==> src/rtl/mem_stage_pipe_if.sv <==
// Execute-side op bundle, RAM req/ack bus, MMR write port and writeback bundle of the memory stage.
interface mem_stage_pipe_if #(
  parameter int unsigned XLEN = 32
);
  // execute -> memory stage
  logic            in_valid;
  logic            in_ready;
  logic [2:0]      mem_op;
  logic            mem_unsigned;
  logic [XLEN-1:0] addr;
  logic [XLEN-1:0] store_data;
  logic [4:0]      rd_addr;
  logic [XLEN-1:0] rd_data;
  logic            rd_we;
  logic            mmr_we_in;
  // RAM port
  logic            ram_req;
  logic            ram_we;
  logic [XLEN-1:0] ram_addr;
  logic [XLEN-1:0] ram_wdata;
  logic [3:0]      ram_be;
  logic [XLEN-1:0] ram_rdata;
  logic            ram_ack;
  // MMR write port
  logic            mmr_we;
  logic [XLEN-1:0] mmr_addr;
  logic [XLEN-1:0] mmr_wdata;
  // writeback and error strobes
  logic            wb_valid;
  logic [4:0]      wb_rd_addr;
  logic [XLEN-1:0] wb_rd_data;
  logic            wb_rd_we;
  logic            err_misalign;
  logic            err_bus;

  // memory stage view
  modport slave (
    input  in_valid, mem_op, mem_unsigned, addr, store_data, rd_addr, rd_data, rd_we,
           mmr_we_in, ram_rdata, ram_ack,
    output in_ready, ram_req, ram_we, ram_addr, ram_wdata, ram_be, mmr_we, mmr_addr,
           mmr_wdata, wb_valid, wb_rd_addr, wb_rd_data, wb_rd_we, err_misalign, err_bus
  );

  // surrounding pipeline / memory view
  modport master (
    output in_valid, mem_op, mem_unsigned, addr, store_data, rd_addr, rd_data, rd_we,
           mmr_we_in, ram_rdata, ram_ack,
    input  in_ready, ram_req, ram_we, ram_addr, ram_wdata, ram_be, mmr_we, mmr_addr,
           mmr_wdata, wb_valid, wb_rd_addr, wb_rd_data, wb_rd_we, err_misalign, err_bus
  );
endinterface

==> src/rtl/mem_stage_pipe.sv <==
// Registered memory stage: RAM loads/stores over req/ack with timeout, MMR/NoC writes, writeback.
module mem_stage_pipe #(
  parameter int unsigned     XLEN          = 32,
  parameter logic [XLEN-1:0] RAM_TOP       = XLEN'(32'h0000_3FFF),
  parameter logic [XLEN-1:0] MMR_BASE      = XLEN'(32'h0000_4000),
  parameter logic [XLEN-1:0] MMR_TOP       = XLEN'(32'h0000_400F),
  parameter logic [XLEN-1:0] NOC_FLAG_ADDR = XLEN'(32'h0000_4010),
  parameter int unsigned     TIMEOUT       = 16
) (
  input logic             clk,
  input logic             reset,
  mem_stage_pipe_if.slave bus
);

  localparam int unsigned     CNT_W    = $clog2(TIMEOUT + 1);
  localparam logic [CNT_W-1:0] CNT_LAST = CNT_W'(TIMEOUT - 1);
  localparam logic [XLEN-1:0] NOC_END  = NOC_FLAG_ADDR + XLEN'(3);

  localparam logic [2:0] OP_NONE = 3'b000;
  localparam logic [2:0] OP_LW   = 3'b001;
  localparam logic [2:0] OP_SW   = 3'b010;
  localparam logic [2:0] OP_NOC  = 3'b011;
  localparam logic [2:0] OP_SB   = 3'b100;
  localparam logic [2:0] OP_LH   = 3'b101;
  localparam logic [2:0] OP_SH   = 3'b110;

  typedef enum logic [0:0] {ST_IDLE, ST_WAIT} state_e;

  state_e          state_q, state_d;
  logic [CNT_W-1:0] cnt_q, cnt_d;
  logic            in_ready_q, in_ready_d;
  logic            ram_req_q, ram_req_d;
  logic            ram_we_q, ram_we_d;
  logic [XLEN-1:0] ram_addr_q, ram_addr_d;
  logic [XLEN-1:0] ram_wdata_q, ram_wdata_d;
  logic [3:0]      ram_be_q, ram_be_d;
  logic            mmr_we_q, mmr_we_d;
  logic [XLEN-1:0] mmr_addr_q, mmr_addr_d;
  logic [XLEN-1:0] mmr_wdata_q, mmr_wdata_d;
  logic            wb_valid_q, wb_valid_d;
  logic [4:0]      wb_rd_addr_q, wb_rd_addr_d;
  logic [XLEN-1:0] wb_rd_data_q, wb_rd_data_d;
  logic            wb_rd_we_q, wb_rd_we_d;
  logic            err_misalign_q, err_misalign_d;
  logic            err_bus_q, err_bus_d;
  // op context kept for the duration of a RAM access
  logic [2:0]      lat_op_q, lat_op_d;
  logic [1:0]      lat_lo_q, lat_lo_d;
  logic            lat_uns_q, lat_uns_d;
  logic            lat_rd_we_q, lat_rd_we_d;

  logic            op_store, misaligned, in_ram, in_mmr, in_noc;
  logic [3:0]      be_c;
  logic [XLEN-1:0] wdata_c;
  logic [7:0]      ld_byte;
  logic [15:0]     ld_half;
  logic [XLEN-1:0] load_data;

  // Decode of the op presented by execute.
  assign op_store   = (bus.mem_op == OP_SW) || (bus.mem_op == OP_SB) || (bus.mem_op == OP_SH);
  assign misaligned = (((bus.mem_op == OP_LW) || (bus.mem_op == OP_SW)) && (bus.addr[1:0] != 2'b00))
                   || (((bus.mem_op == OP_LH) || (bus.mem_op == OP_SH)) && bus.addr[0]);
  assign in_ram     = (bus.addr <= RAM_TOP);
  assign in_mmr     = (bus.addr >= MMR_BASE) && (bus.addr <= MMR_TOP);
  assign in_noc     = (bus.addr >= NOC_FLAG_ADDR) && (bus.addr <= NOC_END);

  // Byte enables and lane-replicated write data for the store width.
  always_comb begin
    be_c    = 4'b1111;
    wdata_c = bus.store_data;
    if (bus.mem_op == OP_SB) begin
      be_c    = 4'b0001 << bus.addr[1:0];
      wdata_c = {(XLEN/8){bus.store_data[7:0]}};
    end else if (bus.mem_op == OP_SH) begin
      be_c    = 4'b0011 << bus.addr[1:0];
      wdata_c = {(XLEN/16){bus.store_data[15:0]}};
    end
  end

  // Lane select and sign/zero extension of returned read data.
  always_comb begin
    case (lat_lo_q)
      2'd0:    ld_byte = bus.ram_rdata[7:0];
      2'd1:    ld_byte = bus.ram_rdata[15:8];
      2'd2:    ld_byte = bus.ram_rdata[23:16];
      default: ld_byte = bus.ram_rdata[31:24];
    endcase
    ld_half = lat_lo_q[1] ? bus.ram_rdata[31:16] : bus.ram_rdata[15:0];
    if (lat_op_q == OP_LW) begin
      load_data = bus.ram_rdata;
    end else if (lat_op_q == OP_LH) begin
      load_data = {{(XLEN-16){ld_half[15] & ~lat_uns_q}}, ld_half};
    end else begin
      load_data = {{(XLEN-8){ld_byte[7] & ~lat_uns_q}}, ld_byte};
    end
  end

  // Next-state and next-output logic; strobes default low, everything else holds.
  always_comb begin
    state_d        = state_q;
    cnt_d          = cnt_q;
    ram_req_d      = ram_req_q;
    ram_we_d       = ram_we_q;
    ram_addr_d     = ram_addr_q;
    ram_wdata_d    = ram_wdata_q;
    ram_be_d       = ram_be_q;
    mmr_we_d       = 1'b0;
    mmr_addr_d     = mmr_addr_q;
    mmr_wdata_d    = mmr_wdata_q;
    wb_valid_d     = 1'b0;
    wb_rd_addr_d   = wb_rd_addr_q;
    wb_rd_data_d   = wb_rd_data_q;
    wb_rd_we_d     = wb_rd_we_q;
    err_misalign_d = 1'b0;
    err_bus_d      = 1'b0;
    lat_op_d       = lat_op_q;
    lat_lo_d       = lat_lo_q;
    lat_uns_d      = lat_uns_q;
    lat_rd_we_d    = lat_rd_we_q;

    case (state_q)
      ST_IDLE: begin
        if (bus.in_valid) begin
          wb_rd_addr_d = bus.rd_addr;
          wb_rd_data_d = '0;
          wb_rd_we_d   = 1'b0;
          if (bus.mem_op == OP_NONE) begin
            wb_valid_d   = 1'b1;
            wb_rd_data_d = bus.rd_data;
            wb_rd_we_d   = bus.rd_we;
          end else if (bus.mem_op == OP_NOC) begin
            wb_valid_d = 1'b1;
            if (in_mmr) begin
              mmr_we_d    = bus.mmr_we_in;
              mmr_addr_d  = bus.addr;
              mmr_wdata_d = bus.store_data;
            end else if (in_noc) begin
              mmr_we_d    = bus.mmr_we_in;
              mmr_addr_d  = NOC_FLAG_ADDR;
              mmr_wdata_d = XLEN'(1);
            end else begin
              err_bus_d = 1'b1;
            end
          end else if (misaligned) begin
            wb_valid_d     = 1'b1;
            err_misalign_d = 1'b1;
          end else if (!in_ram) begin
            wb_valid_d = 1'b1;
            err_bus_d  = 1'b1;
          end else begin
            ram_req_d   = 1'b1;
            ram_we_d    = op_store;
            ram_addr_d  = {bus.addr[XLEN-1:2], 2'b00};
            ram_be_d    = be_c;
            ram_wdata_d = wdata_c;
            lat_op_d    = bus.mem_op;
            lat_lo_d    = bus.addr[1:0];
            lat_uns_d   = bus.mem_unsigned;
            lat_rd_we_d = bus.rd_we;
            cnt_d       = '0;
            state_d     = ST_WAIT;
          end
        end
      end
      ST_WAIT: begin
        if (bus.ram_ack) begin
          ram_req_d  = 1'b0;
          wb_valid_d = 1'b1;
          state_d    = ST_IDLE;
          if (ram_we_q) begin
            wb_rd_data_d = '0;
            wb_rd_we_d   = 1'b0;
          end else begin
            wb_rd_data_d = load_data;
            wb_rd_we_d   = lat_rd_we_q;
          end
        end else if (cnt_q == CNT_LAST) begin
          ram_req_d    = 1'b0;
          err_bus_d    = 1'b1;
          wb_valid_d   = 1'b1;
          wb_rd_data_d = '0;
          wb_rd_we_d   = 1'b0;
          state_d      = ST_IDLE;
        end else begin
          cnt_d = cnt_q + CNT_W'(1);
        end
      end
      default: state_d = ST_IDLE;
    endcase

    in_ready_d = (state_d == ST_IDLE);
  end

  // State and output registers with synchronous reset.
  always_ff @(posedge clk) begin
    if (reset) begin
      state_q        <= ST_IDLE;
      cnt_q          <= '0;
      in_ready_q     <= 1'b1;
      ram_req_q      <= 1'b0;
      ram_we_q       <= 1'b0;
      ram_addr_q     <= '0;
      ram_wdata_q    <= '0;
      ram_be_q       <= '0;
      mmr_we_q       <= 1'b0;
      mmr_addr_q     <= '0;
      mmr_wdata_q    <= '0;
      wb_valid_q     <= 1'b0;
      wb_rd_addr_q   <= '0;
      wb_rd_data_q   <= '0;
      wb_rd_we_q     <= 1'b0;
      err_misalign_q <= 1'b0;
      err_bus_q      <= 1'b0;
      lat_op_q       <= '0;
      lat_lo_q       <= '0;
      lat_uns_q      <= 1'b0;
      lat_rd_we_q    <= 1'b0;
    end else begin
      state_q        <= state_d;
      cnt_q          <= cnt_d;
      in_ready_q     <= in_ready_d;
      ram_req_q      <= ram_req_d;
      ram_we_q       <= ram_we_d;
      ram_addr_q     <= ram_addr_d;
      ram_wdata_q    <= ram_wdata_d;
      ram_be_q       <= ram_be_d;
      mmr_we_q       <= mmr_we_d;
      mmr_addr_q     <= mmr_addr_d;
      mmr_wdata_q    <= mmr_wdata_d;
      wb_valid_q     <= wb_valid_d;
      wb_rd_addr_q   <= wb_rd_addr_d;
      wb_rd_data_q   <= wb_rd_data_d;
      wb_rd_we_q     <= wb_rd_we_d;
      err_misalign_q <= err_misalign_d;
      err_bus_q      <= err_bus_d;
      lat_op_q       <= lat_op_d;
      lat_lo_q       <= lat_lo_d;
      lat_uns_q      <= lat_uns_d;
      lat_rd_we_q    <= lat_rd_we_d;
    end
  end

  assign bus.in_ready     = in_ready_q;
  assign bus.ram_req      = ram_req_q;
  assign bus.ram_we       = ram_we_q;
  assign bus.ram_addr     = ram_addr_q;
  assign bus.ram_wdata    = ram_wdata_q;
  assign bus.ram_be       = ram_be_q;
  assign bus.mmr_we       = mmr_we_q;
  assign bus.mmr_addr     = mmr_addr_q;
  assign bus.mmr_wdata    = mmr_wdata_q;
  assign bus.wb_valid     = wb_valid_q;
  assign bus.wb_rd_addr   = wb_rd_addr_q;
  assign bus.wb_rd_data   = wb_rd_data_q;
  assign bus.wb_rd_we     = wb_rd_we_q;
  assign bus.err_misalign = err_misalign_q;
  assign bus.err_bus      = err_bus_q;

endmodule

==> src/flat_wrapper.sv <==
// flat-port wrapper written by rule: the top's interface ports become plain ports
module mem_stage_pipe_flat 
#(
  parameter int unsigned     XLEN          = 32,
  parameter logic [XLEN-1:0] RAM_TOP       = XLEN'(32'h0000_3FFF),
  parameter logic [XLEN-1:0] MMR_BASE      = XLEN'(32'h0000_4000),
  parameter logic [XLEN-1:0] MMR_TOP       = XLEN'(32'h0000_400F),
  parameter logic [XLEN-1:0] NOC_FLAG_ADDR = XLEN'(32'h0000_4010),
  parameter int unsigned     TIMEOUT       = 16
)
  (clk, reset, bus_in_valid, bus_mem_op, bus_mem_unsigned, bus_addr, bus_store_data, bus_rd_addr, bus_rd_data, bus_rd_we, bus_mmr_we_in, bus_ram_rdata, bus_ram_ack, bus_in_ready, bus_ram_req, bus_ram_we, bus_ram_addr, bus_ram_wdata, bus_ram_be, bus_mmr_we, bus_mmr_addr, bus_mmr_wdata, bus_wb_valid, bus_wb_rd_addr, bus_wb_rd_data, bus_wb_rd_we, bus_err_misalign, bus_err_bus);
  mem_stage_pipe_if #(.XLEN(XLEN)) bus_i ();
  input logic clk;
  input logic reset;
  input wire logic [$bits(bus_i.in_valid)-1:0] bus_in_valid;
  input wire logic [$bits(bus_i.mem_op)-1:0] bus_mem_op;
  input wire logic [$bits(bus_i.mem_unsigned)-1:0] bus_mem_unsigned;
  input wire logic [$bits(bus_i.addr)-1:0] bus_addr;
  input wire logic [$bits(bus_i.store_data)-1:0] bus_store_data;
  input wire logic [$bits(bus_i.rd_addr)-1:0] bus_rd_addr;
  input wire logic [$bits(bus_i.rd_data)-1:0] bus_rd_data;
  input wire logic [$bits(bus_i.rd_we)-1:0] bus_rd_we;
  input wire logic [$bits(bus_i.mmr_we_in)-1:0] bus_mmr_we_in;
  input wire logic [$bits(bus_i.ram_rdata)-1:0] bus_ram_rdata;
  input wire logic [$bits(bus_i.ram_ack)-1:0] bus_ram_ack;
  output wire logic [$bits(bus_i.in_ready)-1:0] bus_in_ready;
  output wire logic [$bits(bus_i.ram_req)-1:0] bus_ram_req;
  output wire logic [$bits(bus_i.ram_we)-1:0] bus_ram_we;
  output wire logic [$bits(bus_i.ram_addr)-1:0] bus_ram_addr;
  output wire logic [$bits(bus_i.ram_wdata)-1:0] bus_ram_wdata;
  output wire logic [$bits(bus_i.ram_be)-1:0] bus_ram_be;
  output wire logic [$bits(bus_i.mmr_we)-1:0] bus_mmr_we;
  output wire logic [$bits(bus_i.mmr_addr)-1:0] bus_mmr_addr;
  output wire logic [$bits(bus_i.mmr_wdata)-1:0] bus_mmr_wdata;
  output wire logic [$bits(bus_i.wb_valid)-1:0] bus_wb_valid;
  output wire logic [$bits(bus_i.wb_rd_addr)-1:0] bus_wb_rd_addr;
  output wire logic [$bits(bus_i.wb_rd_data)-1:0] bus_wb_rd_data;
  output wire logic [$bits(bus_i.wb_rd_we)-1:0] bus_wb_rd_we;
  output wire logic [$bits(bus_i.err_misalign)-1:0] bus_err_misalign;
  output wire logic [$bits(bus_i.err_bus)-1:0] bus_err_bus;
  assign bus_i.in_valid = bus_in_valid;
  assign bus_i.mem_op = bus_mem_op;
  assign bus_i.mem_unsigned = bus_mem_unsigned;
  assign bus_i.addr = bus_addr;
  assign bus_i.store_data = bus_store_data;
  assign bus_i.rd_addr = bus_rd_addr;
  assign bus_i.rd_data = bus_rd_data;
  assign bus_i.rd_we = bus_rd_we;
  assign bus_i.mmr_we_in = bus_mmr_we_in;
  assign bus_i.ram_rdata = bus_ram_rdata;
  assign bus_i.ram_ack = bus_ram_ack;
  assign bus_in_ready = bus_i.in_ready;
  assign bus_ram_req = bus_i.ram_req;
  assign bus_ram_we = bus_i.ram_we;
  assign bus_ram_addr = bus_i.ram_addr;
  assign bus_ram_wdata = bus_i.ram_wdata;
  assign bus_ram_be = bus_i.ram_be;
  assign bus_mmr_we = bus_i.mmr_we;
  assign bus_mmr_addr = bus_i.mmr_addr;
  assign bus_mmr_wdata = bus_i.mmr_wdata;
  assign bus_wb_valid = bus_i.wb_valid;
  assign bus_wb_rd_addr = bus_i.wb_rd_addr;
  assign bus_wb_rd_data = bus_i.wb_rd_data;
  assign bus_wb_rd_we = bus_i.wb_rd_we;
  assign bus_err_misalign = bus_i.err_misalign;
  assign bus_err_bus = bus_i.err_bus;
  mem_stage_pipe #(.XLEN(XLEN), .RAM_TOP(RAM_TOP), .MMR_BASE(MMR_BASE), .MMR_TOP(MMR_TOP), .NOC_FLAG_ADDR(NOC_FLAG_ADDR), .TIMEOUT(TIMEOUT)) u_core (.clk(clk), .reset(reset), .bus(bus_i));
endmodule
==> config.mk <==
export PLATFORM = sky130hd
export DESIGN_NAME = mem_stage_pipe_flat
export DESIGN_NICKNAME = d
export VERILOG_FILES = /design/src/rtl/mem_stage_pipe_if.sv /design/src/rtl/mem_stage_pipe.sv /design/src/flat_wrapper.sv
export SDC_FILE = /design/constraint.sdc
export NUM_CORES = 1
export LEC_CHECK = 0
export ABC_CLOCK_PERIOD_IN_PS = 2150
export CORE_MARGIN = 1
export CORE_UTILIZATION = 35
export CTS_CLUSTER_SIZE = 28
export DETAILED_ROUTE_END_ITERATION = 8
export PLACE_DENSITY_LB_ADDON = 0.25
export SLEW_MARGIN = 20
export SYNTH_ARGS = -nofsm -noshare
export SYNTH_HDL_FRONTEND = slang
export SYNTH_SLANG_ARGS = --single-unit
==> constraint.sdc <==
create_clock -name clk -period 2.15 [get_ports clk]
set_input_delay 0.215 -clock clk [delete_from_list [all_inputs] [get_ports clk]]
set_output_delay 0.215 -clock clk [all_outputs]
set_load 0.01 [all_outputs]
Word-level counts from Yosys, hierarchy flattened --
Cells that the tools add are included.
Cells by class: equal/unequal tests 19, bitwise operators 9, order comparisons 5, add/sub/neg operators 1, shift-type cells 2, mux-type cells 66, reductions and logical operators 21
Operators by type and width (count):
- 32-bit 2-to-1 mux | 13
- 32-bit by 15-bit >= comparator with 1-bit output (second input constant) | 2
- 32-bit by 15-bit less-or-equal comparator with 1-bit output (second input constant) | 2
- 32-bit one-hot mux with 2 select lines | 1
- 1-bit 2-to-1 mux | 35
- 5-bit 2-to-1 mux | 7
- 32-bit by 14-bit less-or-equal comparator with 1-bit output (second input constant) | 1
- 8-bit one-hot mux with 3 select lines | 1
- 16-bit 2-to-1 mux | 1
- 3-bit equality test (second input constant) | 4
- 2-bit inequality test (second input constant) | 6
- 6-bit AND reduction | 2
- 1-bit one-hot mux with 2 select lines | 5
- 5-bit one-hot mux with 2 select lines | 1
- 5-bit OR reduction | 2
- 4-bit 2-to-1 mux | 2
- 1-bit NOT | 7
- 7-bit AND reduction | 1
- 3-bit by 1-bit equality test with 1-bit output (second input constant) | 2
- 3-bit by 2-bit equality test with 1-bit output (second input constant) | 2
- 5-bit by 1-bit adder with 5-bit output (second input constant) | 1
- 5-bit by 4-bit equality test with 1-bit output (second input constant) | 1
- 1-bit logical OR | 5
- 5-bit AND reduction | 1
- other kinds (12) | 18
Word-level totals: input port bits 143, bits in registers 188, output and inout bits 177

Logic depth before layout (Yosys ltp) --
word-level depth 10, mapped depth 9, depth with buffers taken out 8

Worst setup path before layout --
Ideal clock, no wire load.
path kind register to register, start register u_core.cnt_q[0], end register u_core.wb_rd_data_q[29] (netlist: u_core.bus.wb_rd_data[29]), slack -0.149 ns, data required time 2.064 ns, period minus slack after synthesis 2.299 ns, stages on the path, launching flop included 10, arrival time 2.213 ns, setup time 0.086 ns, cell sequence dfxtp_1 > ha_1 > and3_1 > ha_1 > or3b_2 > o21ai_0 > buf_2 > buf_2 > a21oi_1 > a211oi_1
Between the ends: longest elaborated chain between the ends 3
Ends and longest elaborated chain:
- start: declaration | RTL line mem_stage_pipe.sv:30 | logic [CNT_W-1:0] cnt_q, cnt_d;
- start signal: assignment | RTL line mem_stage_pipe.sv:220 | cnt_q <= cnt_d;
- 5-bit by 4-bit equality test with 1-bit output | RTL line mem_stage_pipe.sv:177 | end else if (cnt_q == CNT_LAST) begin
- 3-bit inequality test (no line)
- 2-bit AND reduction (no line)
- end signal: assignment | RTL line mem_stage_pipe.sv:232 | wb_rd_data_q <= wb_rd_data_d;
- end: declaration | RTL line mem_stage_pipe.sv:42 | logic [XLEN-1:0] wb_rd_data_q, wb_rd_data_d;
No other way between the ends. A chain may end at the register's enable or synchronous reset.

Worst setup path in the final report --
start register u_core.cnt_q[0], end register u_core.wb_rd_data_q[6] (netlist: u_core.bus.wb_rd_data[6])
The elaborated chain is that of the path after synthesis.

==> out/metrics.csv <==
metric,value,unit
core region area,22000,um^2
"Min Clock Period, post-route",2.12,ns
sum of net half-perimeters after detailed placement,20.2,mm
total power after layout,7.43,mW
number of input and output port buffers inserted,317,
final count of hold timing violations,0,
vias per std cell,5.17,
Final GP Congestion,0.891,
number of warnings printed during yosys synthesis,0,
simple logic cell fraction of the synthesized area,0.211,
synthesized area per cell,9.08,um^2
type of the setup path with the least slack,reg2reg,
post-synthesis xor/xnor area fraction,0.00331,
Worst Skew,0.00878,ns
Max Buffers Root-to-Sink,2,
Die H,153,um
number of global-route vias before repair,7556,
hold path startpoint,reset,
total wire length after detailed routing,27.6,mm
Die X-Extent,153,um
count of TritonRoute iterations in the first routing pass,7,
ys flop type,sky130_fd_sc_hd__dfxtp_1,
VDD IR max,0.452,mV
data arrival time of the critical path,2.45,ns
Remaining DRCs,23,
ys async rst share,0,
count of final setup violators,0,
TritonCTS sink count,188,
final-report max-slew violation count,0,
global-route wire length before repair,42.4,mm
Die ar.,23300,um^2
clock tree from TritonCTS,yes,
Critical Path Sink Type,register,
end of the worst register-to-register path,u_core.bus.wb_rd_data[6]$_SDFFE_PP0P_,
Pwr per Cell Area,594,nW/um^2
final net count,1356,
result of the run,"finished, violations left",
depth of the worst hold-timing path,2,
row cnt,54,
hold endpoint,u_core.bus.wb_rd_addr[1]$_SDFFE_PP0P_,
startpoint type of the worst setup path,register,
Post-CTS Setup Bufs,0,
origin of the critical flop-to-flop path,u_core.cnt_q[0]$_SDFFE_PP0P_,
average routed wire per standard cell,18.4,um
remaining antenna violation count,0,
I/O pin total,320,
area added between synthesis and finish,57.5,%
Initial Util,0.361,
count of cell types in the netlist,56,
final core utilization,0.568,
fmax,471,MHz
number of buffers added by the clock tree synthesis step,17,
violations in the final reports,design-rule violations,
all-layer global routing usage,0.232,
Cell Count Post-Placement,1465,
final std cells w/o fill,1501,
"commonest non-fill, non-tap cells in the layout","sky130_fd_sc_hd__clkdlybuf4s50_1, sky130_fd_sc_hd__dfxtp_1, sky130_fd_sc_hd__nand2_1",
Final Cycle Share,0.988,
post-synthesis adder-cell area fraction,0.00945,
critical-path maximum fanout,5,
sequential-to-total area share from yosys stat,0.474,
Max-Cap Viols,0,
netlist area before placement,7950,um^2
final worst hold slack,0.0697,ns
flip-flop and latch count after synthesis,188,
post-synthesis cell count,875,
initial antenna violation count,2,
most frequent standard cell in the layout excluding fill and tap cells,sky130_fd_sc_hd__clkdlybuf4s50_1,
static leakage,4.68,nW
total number of vias,7754,
main combinational cell family by area after synthesis,simple AND/OR/NAND/NOR gates,
total number of H-tree levels,4,
largest net degree at the start of global routing,79,
grt total ovfl,0,
drt initial violations,472,
setup repair after global routing missed its margin,yes,
r2r setup slk,0.03,ns
clock input transition at the sequential cells of the worst setup and hold paths,0.07,ns
CTS Root Buffer Type,sky130_fd_sc_hd__clkbuf_16,
Tightest Hold Check Type,in2reg,
length in cells of the worst reg-to-reg path,8,
compound-gate portion of the synthesized area,0.195,
clock latency reported for the late side of the worst-skew pair,0.43,ns
required time of the worst setup path,2.48,ns
number of enable flip-flop cells after synthesis,0,
fraction of layout instances using a drive strength above 1,0.155,
fraction of synthesized area in multiplexers,0.0589,
-- how the worst max path moves through the flow --
stage                                                from                                      to  depth (start not counted)
final                        u_core.cnt_q[0]$_SDFFE_PP0P_   u_core.bus.wb_rd_data[6]$_SDFFE_PP0P_                          8
after CTS                 u_core.lat_lo_q[0]$_SDFFE_PP0P_  u_core.bus.wb_rd_data[21]$_SDFFE_PP0P_                          6
after global placement                       bus_addr[25]            u_core.cnt_q[0]$_SDFFE_PP0P_                          8
after global routing         u_core.cnt_q[0]$_SDFFE_PP0P_   u_core.bus.wb_rd_data[6]$_SDFFE_PP0P_                          8
after floorplan              u_core.cnt_q[0]$_SDFFE_PP0P_  u_core.bus.wb_rd_data[29]$_SDFFE_PP0P_                          9
after detailed placement                     bus_addr[25]            u_core.cnt_q[0]$_SDFFE_PP0P_                          8
-- synth_stat cells (2+ instances only) --
master	number	area [um^2]
sky130_fd_sc_hd__dfxtp_1	188	3760
sky130_fd_sc_hd__nand2_1	113	424
sky130_fd_sc_hd__nor2_1	78	293
sky130_fd_sc_hd__a21oi_1	74	370
sky130_fd_sc_hd__clkbuf_1	52	195
sky130_fd_sc_hd__and3_1	46	288
sky130_fd_sc_hd__a211oi_1	45	338
sky130_fd_sc_hd__o21ai_0	32	160
sky130_fd_sc_hd__mux2i_1	31	310
sky130_fd_sc_hd__a22oi_2	29	363
sky130_fd_sc_hd__nor2_2	29	181
sky130_fd_sc_hd__nor3_1	25	125
sky130_fd_sc_hd__buf_2	11	55.1
sky130_fd_sc_hd__inv_1	10	37.5
sky130_fd_sc_hd__nand3_1	10	50.1
sky130_fd_sc_hd__buf_4	7	52.6
sky130_fd_sc_hd__mux4_2	7	158
sky130_fd_sc_hd__a221o_1	6	60.1
sky130_fd_sc_hd__a22oi_1	6	45.0
sky130_fd_sc_hd__ha_1	6	75.1
sky130_fd_sc_hd__nand2b_1	6	37.5
sky130_fd_sc_hd__a31oi_1	5	31.3
sky130_fd_sc_hd__nand3b_1	5	37.5
sky130_fd_sc_hd__nor2b_1	5	31.3
sky130_fd_sc_hd__a221oi_1	4	35.0
sky130_fd_sc_hd__nor4_1	4	25.0
sky130_fd_sc_hd__a2111oi_0	3	26.3
sky130_fd_sc_hd__buf_6	3	33.8
sky130_fd_sc_hd__xor2_1	3	26.3
sky130_fd_sc_hd__and2_1	2	12.5
sky130_fd_sc_hd__nand4b_1	2	17.5
sky130_fd_sc_hd__nor3b_1	2	15.0
sky130_fd_sc_hd__or3_1	2	12.5
sky130_fd_sc_hd__or3b_2	2	17.5
-- where the power goes --
part / internal, mW / leakage [nW] / switching [mW]
logic: 0.464 / 2.88 / 0.392
registers: 3.52 / 1.52 / 0.0196
clock network: 1.53 / 0.273 / 1.51
-- per-stage QoR --
stage          cell area (um^2)  setup slack [ns]  TNS [ns]
6_report                  12500            0.0261         0
5_1_grt                   12500           -0.0290   -0.0405
4_1_cts                   12400          0.000512         0
3_5_place_dp              11800            -0.352    -42.21
3_3_place_gp              11800            -0.301    -37.34
2_1_floorplan              7960           -0.0251    -0.290
-- critical path, stage by stage, from the launching register on --
cell	delay [ns]
sky130_fd_sc_hd__dfxtp_1	0.32
sky130_fd_sc_hd__ha_1	0.20
sky130_fd_sc_hd__and3_1	0.18
sky130_fd_sc_hd__ha_1	0.20
sky130_fd_sc_hd__or3b_4	0.40
sky130_fd_sc_hd__o21ai_4	0.16
sky130_fd_sc_hd__a21oi_2	0.11
sky130_fd_sc_hd__o2111a_1	0.17
sky130_fd_sc_hd__a2111oi_4	0.29
-- final cells by class --
type	count	area, um^2
clock buffer	17	425
tap	280	350
timing repair buffer	387	3890
multi-input combinational	603	3910
sequential	188	3760
fill	2005	9510
inverter	10	37.5
clock inverter	14	133
antenna	2	5.00
-- registers in the layout, summed over array words and instances (netlist names), 2 cells and up --
name	cells
u_core.bus.mmr_wdata	32
u_core.bus.wb_rd_data	32
u_core.lat_op_q	3
u_core.bus.ram_wdata	32
u_core.bus.ram_be	4
u_core.bus.ram_addr	30
u_core.bus.mmr_addr	32
u_core.cnt_q	5
u_core.lat_lo_q	2
u_core.bus.wb_rd_addr	5
-- routing by layer --
layer  track usage  vias to the layer above  wire length (um)
met5             0                        -                 0
met4        0.0899                        0               752
met3        0.0640                       45              2180
met2         0.393                      293             13400
met1         0.279                     3648             11200
li1              -                     3768                 -
-- cells by family after synthesis --
kind of cell,count (synthesis)
and+or+nand+nor,339
AOI/OAI and AO/OA,215
DFF,188
buffers and inverters,85
muxes,38
adders and majority gates,6
xor gates and xnor gates,3
other,1
-- repair_timing --
action | 4_1_cts | 5_1_grt
cloned | 0 | 3
hold buffers | 0 | 0
resized for setup | 3 | 10
endpoints found under the setup margin | 3 | 45
endpoints found under the hold margin | 0 | 0
pin swaps | 0 | 3
Power figures use the tool's default switching activity.
